### src/rtl/spi_flash_reader.sv
// Single-word SPI mode-0 flash reader: command 0x03 + 24-bit address, 32 data bits, behind a ready/valid pair.
// Define FLASH_WAKEUP_EN to send a 0xAB release-from-deep-power-down frame after reset.
module spi_flash_reader #(
   parameter int unsigned CLK_DIV  = 2,
   parameter int unsigned WAKE_GAP = 32
) (
   input  logic        clock,
   input  logic        resetb,
   input  logic        req_valid,
   output logic        req_ready,
   input  logic [23:0] req_addr,
   output logic        rsp_valid,
   output logic [31:0] rsp_data,
   output logic        busy,
   output logic        flash_csb,
   output logic        flash_clk,
   output logic        flash_io0,
   input  logic        flash_io1
);

   localparam int unsigned SLOT_LEN = 2 * CLK_DIV;
   localparam int unsigned CNT_MAX  = (SLOT_LEN > WAKE_GAP) ? SLOT_LEN : WAKE_GAP;
   localparam int unsigned CW       = $clog2(CNT_MAX + 1);
   localparam logic [7:0]  CMD_READ = 8'h03;
`ifdef FLASH_WAKEUP_EN
   localparam logic [7:0]  CMD_WAKE = 8'hAB;
`endif

   typedef enum logic [2:0] {
      ST_RESET,
      ST_IDLE,
      ST_SHIFT,
      ST_DONE,
      ST_GAP
`ifdef FLASH_WAKEUP_EN
      , ST_WAKE_CMD
      , ST_WAKE_GAP
`endif
   } state_t;

   state_t        state_q, state_d;
   logic [CW-1:0] cnt_q, cnt_d;
   logic [5:0]    slot_q, slot_d;
   logic [31:0]   shreg_q, shreg_d;
   logic [31:0]   rx_q, rx_d;
   logic          csb_d, sclk_d, io0_d;
   logic          ready_d, rsp_valid_d, busy_d;
   logic [31:0]   rsp_data_d;
   logic          last_slot;

   // The wakeup frame is 8 slots long, a read frame 64.
   always_comb begin
      last_slot = (slot_q == 6'd63);
`ifdef FLASH_WAKEUP_EN
      if (state_q == ST_WAKE_CMD) last_slot = (slot_q == 6'd7);
`endif
   end

   always_comb begin
      state_d     = state_q;
      cnt_d       = cnt_q;
      slot_d      = slot_q;
      shreg_d     = shreg_q;
      rx_d        = rx_q;
      csb_d       = flash_csb;
      sclk_d      = flash_clk;
      io0_d       = flash_io0;
      ready_d     = 1'b0;
      rsp_valid_d = 1'b0;
      rsp_data_d  = rsp_data;
      busy_d      = busy;

      case (state_q)
         ST_RESET: begin
`ifdef FLASH_WAKEUP_EN
            state_d = ST_WAKE_CMD;
            shreg_d = {CMD_WAKE, 24'h0};
            cnt_d   = '0;
            slot_d  = '0;
            csb_d   = 1'b0;
            sclk_d  = 1'b0;
            io0_d   = CMD_WAKE[7];
            busy_d  = 1'b1;
`else
            state_d = ST_IDLE;
            ready_d = 1'b1;
`endif
         end

         ST_IDLE: begin
            ready_d = 1'b1;
            csb_d   = 1'b1;
            if (req_valid && req_ready) begin
               state_d = ST_SHIFT;
               ready_d = 1'b0;
               busy_d  = 1'b1;
               csb_d   = 1'b0;
               sclk_d  = 1'b0;
               shreg_d = {CMD_READ, req_addr};
               io0_d   = CMD_READ[7];
               cnt_d   = '0;
               slot_d  = '0;
            end
         end

`ifdef FLASH_WAKEUP_EN
         ST_WAKE_CMD,
`endif
         ST_SHIFT: begin
            cnt_d = cnt_q + CW'(1);
            // Rising edge mid-slot samples MISO; falling edge at slot end advances MOSI.
            if (cnt_q == CW'(CLK_DIV - 1)) begin
               sclk_d = 1'b1;
               rx_d   = {rx_q[30:0], flash_io1};
            end
            if (cnt_q == CW'(SLOT_LEN - 1)) begin
               cnt_d = '0;
               if (last_slot) begin
                  csb_d  = 1'b1;
                  sclk_d = 1'b0;
                  io0_d  = 1'b0;
`ifdef FLASH_WAKEUP_EN
                  if (state_q == ST_WAKE_CMD) begin
                     state_d = ST_WAKE_GAP;
                  end else
`endif
                  begin
                     state_d     = ST_DONE;
                     rsp_valid_d = 1'b1;
                     rsp_data_d  = {rx_q[7:0], rx_q[15:8], rx_q[23:16], rx_q[31:24]};
                  end
               end else begin
                  slot_d  = slot_q + 6'd1;
                  sclk_d  = 1'b0;
                  shreg_d = {shreg_q[30:0], 1'b0};
                  io0_d   = shreg_q[30];
               end
            end
         end

         ST_DONE: begin
            state_d = ST_GAP;
            cnt_d   = '0;
            busy_d  = 1'b0;
         end

         // Keeps chip select high for 2*CLK_DIV cycles before the next frame can start.
         ST_GAP: begin
            cnt_d = cnt_q + CW'(1);
            if (cnt_q == CW'(SLOT_LEN - 2)) begin
               state_d = ST_IDLE;
               ready_d = 1'b1;
               cnt_d   = '0;
            end
         end

`ifdef FLASH_WAKEUP_EN
         ST_WAKE_GAP: begin
            cnt_d = cnt_q + CW'(1);
            if (cnt_q == CW'(WAKE_GAP - 1)) begin
               state_d = ST_IDLE;
               ready_d = 1'b1;
               busy_d  = 1'b0;
               cnt_d   = '0;
            end
         end
`endif

         default: state_d = ST_RESET;
      endcase
   end

   always_ff @(posedge clock) begin
      if (!resetb) begin
         state_q   <= ST_RESET;
         cnt_q     <= '0;
         slot_q    <= '0;
         shreg_q   <= '0;
         rx_q      <= '0;
         flash_csb <= 1'b1;
         flash_clk <= 1'b0;
         flash_io0 <= 1'b0;
         req_ready <= 1'b0;
         rsp_valid <= 1'b0;
         rsp_data  <= '0;
         busy      <= 1'b0;
      end else begin
         state_q   <= state_d;
         cnt_q     <= cnt_d;
         slot_q    <= slot_d;
         shreg_q   <= shreg_d;
         rx_q      <= rx_d;
         flash_csb <= csb_d;
         flash_clk <= sclk_d;
         flash_io0 <= io0_d;
         req_ready <= ready_d;
         rsp_valid <= rsp_valid_d;
         rsp_data  <= rsp_data_d;
         busy      <= busy_d;
      end
   end

endmodule
### config.mk
export PLATFORM = sky130hd
export DESIGN_NAME = spi_flash_reader
export DESIGN_NICKNAME = d
export VERILOG_FILES = /design/src/rtl/spi_flash_reader.sv
export SDC_FILE = /design/constraint.sdc
export NUM_CORES = 1
export LEC_CHECK = 0
export BUFFER_PORTS_ARGS = -buffer_cell sky130_fd_sc_hd__buf_4
export CAP_MARGIN = 10
export CORE_MARGIN = 2
export CORE_UTILIZATION = 50
export CTS_CLUSTER_SIZE = 12
export DETAILED_ROUTE_END_ITERATION = 7
export GPL_ROUTABILITY_DRIVEN = 0
export PLACE_DENSITY = 0.77
export REMOVE_ABC_BUFFERS = 1
export SLEW_MARGIN = 20
export SYNTH_ARGS = -nofsm -noshare
export SYNTH_HDL_FRONTEND = slang
export SYNTH_SLANG_ARGS = --single-unit
### constraint.sdc
create_clock -name clock -period 2.75 [get_ports clock]
set_clock_uncertainty 0.1 [all_clocks]
set_input_delay 0.825 -clock clock [delete_from_list [all_inputs] [get_ports clock]]
set_output_delay 0.825 -clock clock [all_outputs]
set_load 0.05 [all_outputs]
==> results of run 1 <==
-- state kept, by name, summed over array words and instances, names as in the netlist, 3 cells and up --
name      cells
rsp_data     32
cnt_q         6
rx_q         32
shreg_q      31
state_q       3
slot_q        6
-- through the flow --
stage               total power [uW]  std cells
finish                          4260        767
global route                    4400        767
CTS                             4290        767
detailed placement              1960        735
global placement                1950        735
floorplan                       1880        529
-- synth_stat cells (2+ instances only) --
library cell,number
a211oi_1,24
a21oi_1,75
a311oi_1,23
a31oi_1,2
and2_1,4
and3_1,3
buf_2,12
buf_4,4
buf_6,5
clkbuf_1,32
dfxtp_1,116
ha_1,4
inv_1,8
mux2i_1,9
nand2_1,129
nand2b_1,3
nand3_1,44
nor2_1,8
nor3_1,3
nor3b_1,2
nor4_1,2
o2111ai_1,2
o211ai_1,3
o21ai_0,41
o21ai_2,2
o31ai_1,2
or3_1,2
-- how the worst max path moves through the flow --
stage / from / end / slack, ps / cells after the start
final: slot_q[0] / rsp_data[29] / 250 / 6
after global placement: req_valid / shreg_q[12] / 400 / 6
after floorplan: resetb / shreg_q[27] / -750 / 4
after CTS: state_q[1] / shreg_q[22] / 280 / 4
after global routing: slot_q[0] / rsp_data[29] / 90 / 6
after detailed placement: req_valid / shreg_q[2] / 330 / 6
-- layer usage --
layer	GRT usage, %	up-vias
met3	6.50	23
li1	-	2153
met2	37.0	139
met5	0	-
met1	29.1	2075
met4	7.38	0
-- cell families after synthesis --
group,Yosys count
multiplexers,9
adder cells (fa/ha/maj),4
AO/OA/AOI/OAI,181
AND/OR/NAND/NOR,209
buffers and inverters,62
flip-flops,116
XOR/XNOR,1
-- power by group --
group          internal, uW  switching (uW)  total, uW  leakage [uW]
sequential             1710            22.6       1730      0.000937
combinational          77.7             111        189      0.000938
clock                  1500             843       2340      0.000311
total                  3290             976       4260       0.00219
-- worst max-delay path, cell delays in order, from the launching register on --
cell,delay (ps)
dfxtp_1,390
ha_1,240
nand3_1,190
or3_2,730
buf_4,350
o21ai_0,250
a21oi_1,110
-- area by class of cell --
type                       instances  share of cell area (%)
sequential                       116                    38.8
multi-input combinational        404                    37.4
timing repair buffer              77                    9.88
clock buffer                      17                    6.93
clock inverter                    15                    3.66
tap                              129                    2.70
inverter                           9                   0.565
==> flow_summary.json, run 1 <==
{
  "ys_top_cells_by_area": "dfxtp_1, nand2_1, a21oi_1, nand3_1, o21ai_0",
  "place_area_mm2": 0.00534,
  "fmax_mhz": 401,
  "synthMuxAreaShare_pct": 1.86,
  "synth_edf_count": 0,
  "cts_resized": 0,
  "initial_core_util_pct": 51.9,
  "r2r-start": "slot_q[0]",
  "slew_headroom_pct": 45.2,
  "yosys.area_share.simple_pct": 19.7,
  "clk_latency_ps": 510,
  "cts_made_buffers": 17,
  "cp.arrival_ps": 2770,
  "seq_area_mm2": 0.00232,
  "worstRegToRegCells": 6,
  "totalWireLength_mm": 11.2,
  "slew_viol_final": 0,
  "synth_xor_area_share_pct": 0.181,
  "hold_viol": 0,
  "crit_fanout": 34,
  "setup_tns_ps": 0,
  "min-delay-path-class": "reg -> reg",
  "synthDominantCellAreaShare_pct": 47.9,
  "worstHoldStart": "shreg_q[24]",
  "grt_use_total_pct": 22.7,
  "period_needed_ps": 2500,
  "cts_sinks": 116,
  "portBuffers": 65,
  "die_h_um": 102,
  "synth.avg_cell_area_um2": 8.32,
  "grt_antenna_before_repair": 0,
  "yosysSeqAreaShare_pct": 47.9,
  "die-area_mm2": 0.0105,
  "area_growth_pct": 23.4,
  "htree_levels": 4,
  "wl_met1_mm": 4.94,
  "root_buffer": "clkbuf_8",
  "powerDensity_mw_per_mm2": 713,
  "first_pass_iters": 4,
  "vias_per_cell": 5.72,
  "multi_input_area_mm2": 0.00224,
  "holdWs_ps": 354,
  "synth-seq-cells": 116,
  "synthFlopType": "dfxtp_1",
  "hpwlAfterDp_mm": 6.74,
  "layout.nets": 657,
  "endpoint_kind": "flop",
  "crit_path_start_kind": "flop",
  "drive_gt1_share_pct": 19.0,
  "via_count": 4390,
  "boundaryPins": 66,
  "synth-async-reset-ratio_pct": 0,
  "finalInstanceArea_mm2": 0.00598,
  "drt_iter0_drc": 260,
  "timing.final.crit_share_pct": 90.8,
  "synth_top_family_by_area": "compound AO/OA/AOI/OAI gates",
  "report.final.setup_viol": 0,
  "first_global_vias": 4048,
  "core_area_mm2": 0.00933,
  "nFillCells": 781,
  "fp.dieW_um": 102,
  "drv_cap": 0,
  "hold_path_depth": 2,
  "syn_area_mm2": 0.00484,
  "grt_setup_unrepaired": "false",
  "grt_max_degree": 54,
  "r2r_slack_ps": 250,
  "place_ws_ps": 326,
  "synth.distinct_cells": 45,
  "layout_commonest_cell": "nand2_1",
  "n_antenna_cell": 0,
  "yosys.area_share.adder_pct": 1.03,
  "routed.top_layer": "met4",
  "p_leak_uw": 0.00219,
  "worstHoldEndpoint": "shreg_q[24]",
  "clkSlewWorstSetupHoldPaths_ps": 60,
  "grt_first_pass_wirelength_mm": 18.9,
  "postCtsHoldBufs": 0,
  "most-common-layout-cells": "nand2_1, dfxtp_1, buf_4",
  "yosys.area.top_type": "dfxtp_1",
  "grt-ovfl-total": 0,
  "max_slew.worst_pin.slew_ps": 821,
  "syn_inst": 582,
  "critPathRequiredTime_ps": 3020,
  "rows": 35,
  "route.detailed.drc": 0,
  "synth-compound-area-share_pct": 23.1,
  "critPathKind": "reg -> reg",
  "final_util_pct": 64.1,
  "vdd_drop_max_mv": 0.426,
  "wl_per_cell_um": 14.7,
  "timing.final.ws_setup_ps": 254,
  "cts_setup_buffers": 0,
  "wl_met2_mm": 5.48,
  "yosysWarnings": 0,
  "cts_buffer_depth": 2,
  "ant_nets": 0,
  "status": "finished, final reports clean",
  "met3_length_um": 636,
  "timing.rr.end": "rsp_data[29]",
  "cts_tree": "built"
}
(Power assumes the default switching activity.)
==> run 2: changes to the inputs <==
==> constraint.sdc (replaced) <==
create_clock -name clock -period 3 [get_ports clock]
set_clock_uncertainty 0.1 [all_clocks]
set_input_delay 0.9 -clock clock [delete_from_list [all_inputs] [get_ports clock]]
set_output_delay 0.9 -clock clock [all_outputs]
set_load 0.05 [all_outputs]
==> run 2 against run 1 <==
  * Register-to-register slack gained 350 ps
  * Highest routed layer unchanged
  * Global-route usage shrank 0.094 points
  * Maximum frequency grew 4.3%
  * Die area is the same
  * Sequential power shrank 8%
  * Largest power group unchanged
  * Sequential share of layout area grew 0.30 points
  * Largest cell class unchanged
==> flow_summary.json, run 2 (synthesis gave the netlist of run 1 again) <==
{
  "setup_tns_ps": 0,
  "slew_viol_final": 0,
  "critPathKind": "reg -> reg",
  "grt_max_degree": 97,
  "fp.dieW_um": 102,
  "endpoint_kind": "flop",
  "vdd_drop_max_mv": 0.415,
  "min-delay-path-class": "reg -> reg",
  "max_slew.worst_pin.slew_ps": 867,
  "htree_levels": 4,
  "seq_area_mm2": 0.00232,
  "grt_antenna_before_repair": 0,
  "root_buffer": "clkbuf_8",
  "grt-ovfl-total": 0,
  "postCtsHoldBufs": 0,
  "slew_headroom_pct": 42.1,
  "total_power_uw": 3740,
  "drt_iter0_drc": 256,
  "wl_per_cell_um": 14.7,
  "core_area_mm2": 0.00933,
  "hpwlAfterDp_mm": 6.63,
  "layout_commonest_cell": "nand2_1",
  "grt_setup_unrepaired": "false",
  "worstRegToRegCells": 6,
  "grt_first_pass_wirelength_mm": 19.0,
  "first_pass_iters": 5,
  "p_leak_uw": 0.00217,
  "top_regs": "rsp_data x32, rx_q x32, shreg_q x31",
  "period_needed_ps": 2390,
  "die_h_um": 102,
  "clk_latency_ps": 510,
  "layout.nets": 657,
  "die-area_mm2": 0.0105,
  "cts_resized": 0,
  "clkSlewWorstSetupHoldPaths_ps": 60,
  "cts_setup_buffers": 0,
  "vias_per_cell": 5.71,
  "critPathRequiredTime_ps": 3250,
  "status": "finished, final reports clean",
  "most-common-layout-cells": "nand2_1, dfxtp_1, buf_4",
  "cts_made_buffers": 17,
  "boundaryPins": 66,
  "cts_sinks": 116,
  "via_count": 4379,
  "crit_fanout": 25,
  "met3_length_um": 725,
  "initial_core_util_pct": 51.9,
  "cts_tree": "built",
  "multi_input_area_mm2": 0.00224,
  "wl_met1_mm": 4.88,
  "nFillCells": 783,
  "report.final.setup_viol": 0,
  "totalWireLength_mm": 11.3,
  "crit_slowest_cell": "or3_2",
  "route.detailed.drc": 0,
  "crit_chain": "ha_1, nand3_1, or3_2, buf_4, a211oi_1, a311oi_1",
  "grt_use_total_pct": 22.6,
  "drv_cap": 0,
  "routed.top_layer": "met4",
  "first_global_vias": 4048,
  "slowest_delay_ps": 710,
  "fmax_mhz": 418,
  "hold_path_depth": 2,
  "hold_viol": 0,
  "portBuffers": 65,
  "rows": 35,
  "timing.final.crit_share_pct": 79.8,
  "cts_buffer_depth": 2,
  "powerDensity_mw_per_mm2": 631,
  "crit_path_start_kind": "flop",
  "r2r_slack_ps": 610,
  "wl_met2_mm": 5.56,
  "area_growth_pct": 22.5,
  "drive_gt1_share_pct": 19.0,
  "n_antenna_cell": 0,
  "cp.arrival_ps": 2640,
  "ant_nets": 0
}
-- run 2: cell types whose count changed in the layout (fill, tap and decap cells not counted), sizes merged --
cell and change:
inv -1, bufinv -2, clkinv +3
-- run 2: power by group --
| group | internal, uW | switching [uW] | leakage (uW) |
|---|---|---|---|
| Clock | 1200 | 777 | 0.000290 |
| Sequential | 1570 | 22.1 | 0.000937 |
| Combinational | 71.3 | 101 | 0.000939 |
-- run 2: final cells by class --
type / instances / area share [%]
clock buffers: 17 / 6.98
clock inverters: 15 / 2.91
inverters: 9 / 0.569
multi-input cells: 404 / 37.7
flip-flops and latches: 116 / 39.1
well taps: 129 / 2.72
repair buffers: 77 / 9.95
-- run 2: metal layers --
layer,track usage [%],vias to the layer above
li1,-,2151
met1,29.0,2046
met2,37.1,168
met3,5.75,14
met4,7.59,0
met5,0,-
-- run 2: path summary, 6_finish.rpt --
kind,to,start
min reg2reg,rx_q[11],rx_q[11]
min,rx_q[11],rx_q[11]
max reg2reg,shreg_q[21],slot_q[0]
max,shreg_q[21],slot_q[0]
-- run 2: worst max-delay path: cells and delay by family, from the launching register on --
| family | cells | cell delay (ps) |
|---|---|---|
| flip-flops | 1 | 390 |
| AO/OA/AOI/OAI | 2 | 320 |
| AND/OR/NAND/NOR | 2 | 880 |
| buffers and inverters | 1 | 300 |
| adder cells (fa/ha/maj) | 1 | 240 |
-- run 2: stage by stage --
| stage | worst slack, ps | utilization (%) | instances | instance area, um2 | hold WS, ps |
|---|---|---|---|---|---|
| after floorplan | -570 | - | 529 | 4580 | 332 |
| after global placement | 702 | 57.2 | 735 | 5340 | 340 |
| after detailed placement | 604 | 57.2 | 735 | 5340 | 358 |
| after CTS | 561 | 63.5 | 767 | 5930 | 369 |
| after global routing | 408 | 63.6 | 767 | 5930 | 386 |
| final | 607 | 63.6 | 767 | 5930 | 367 |
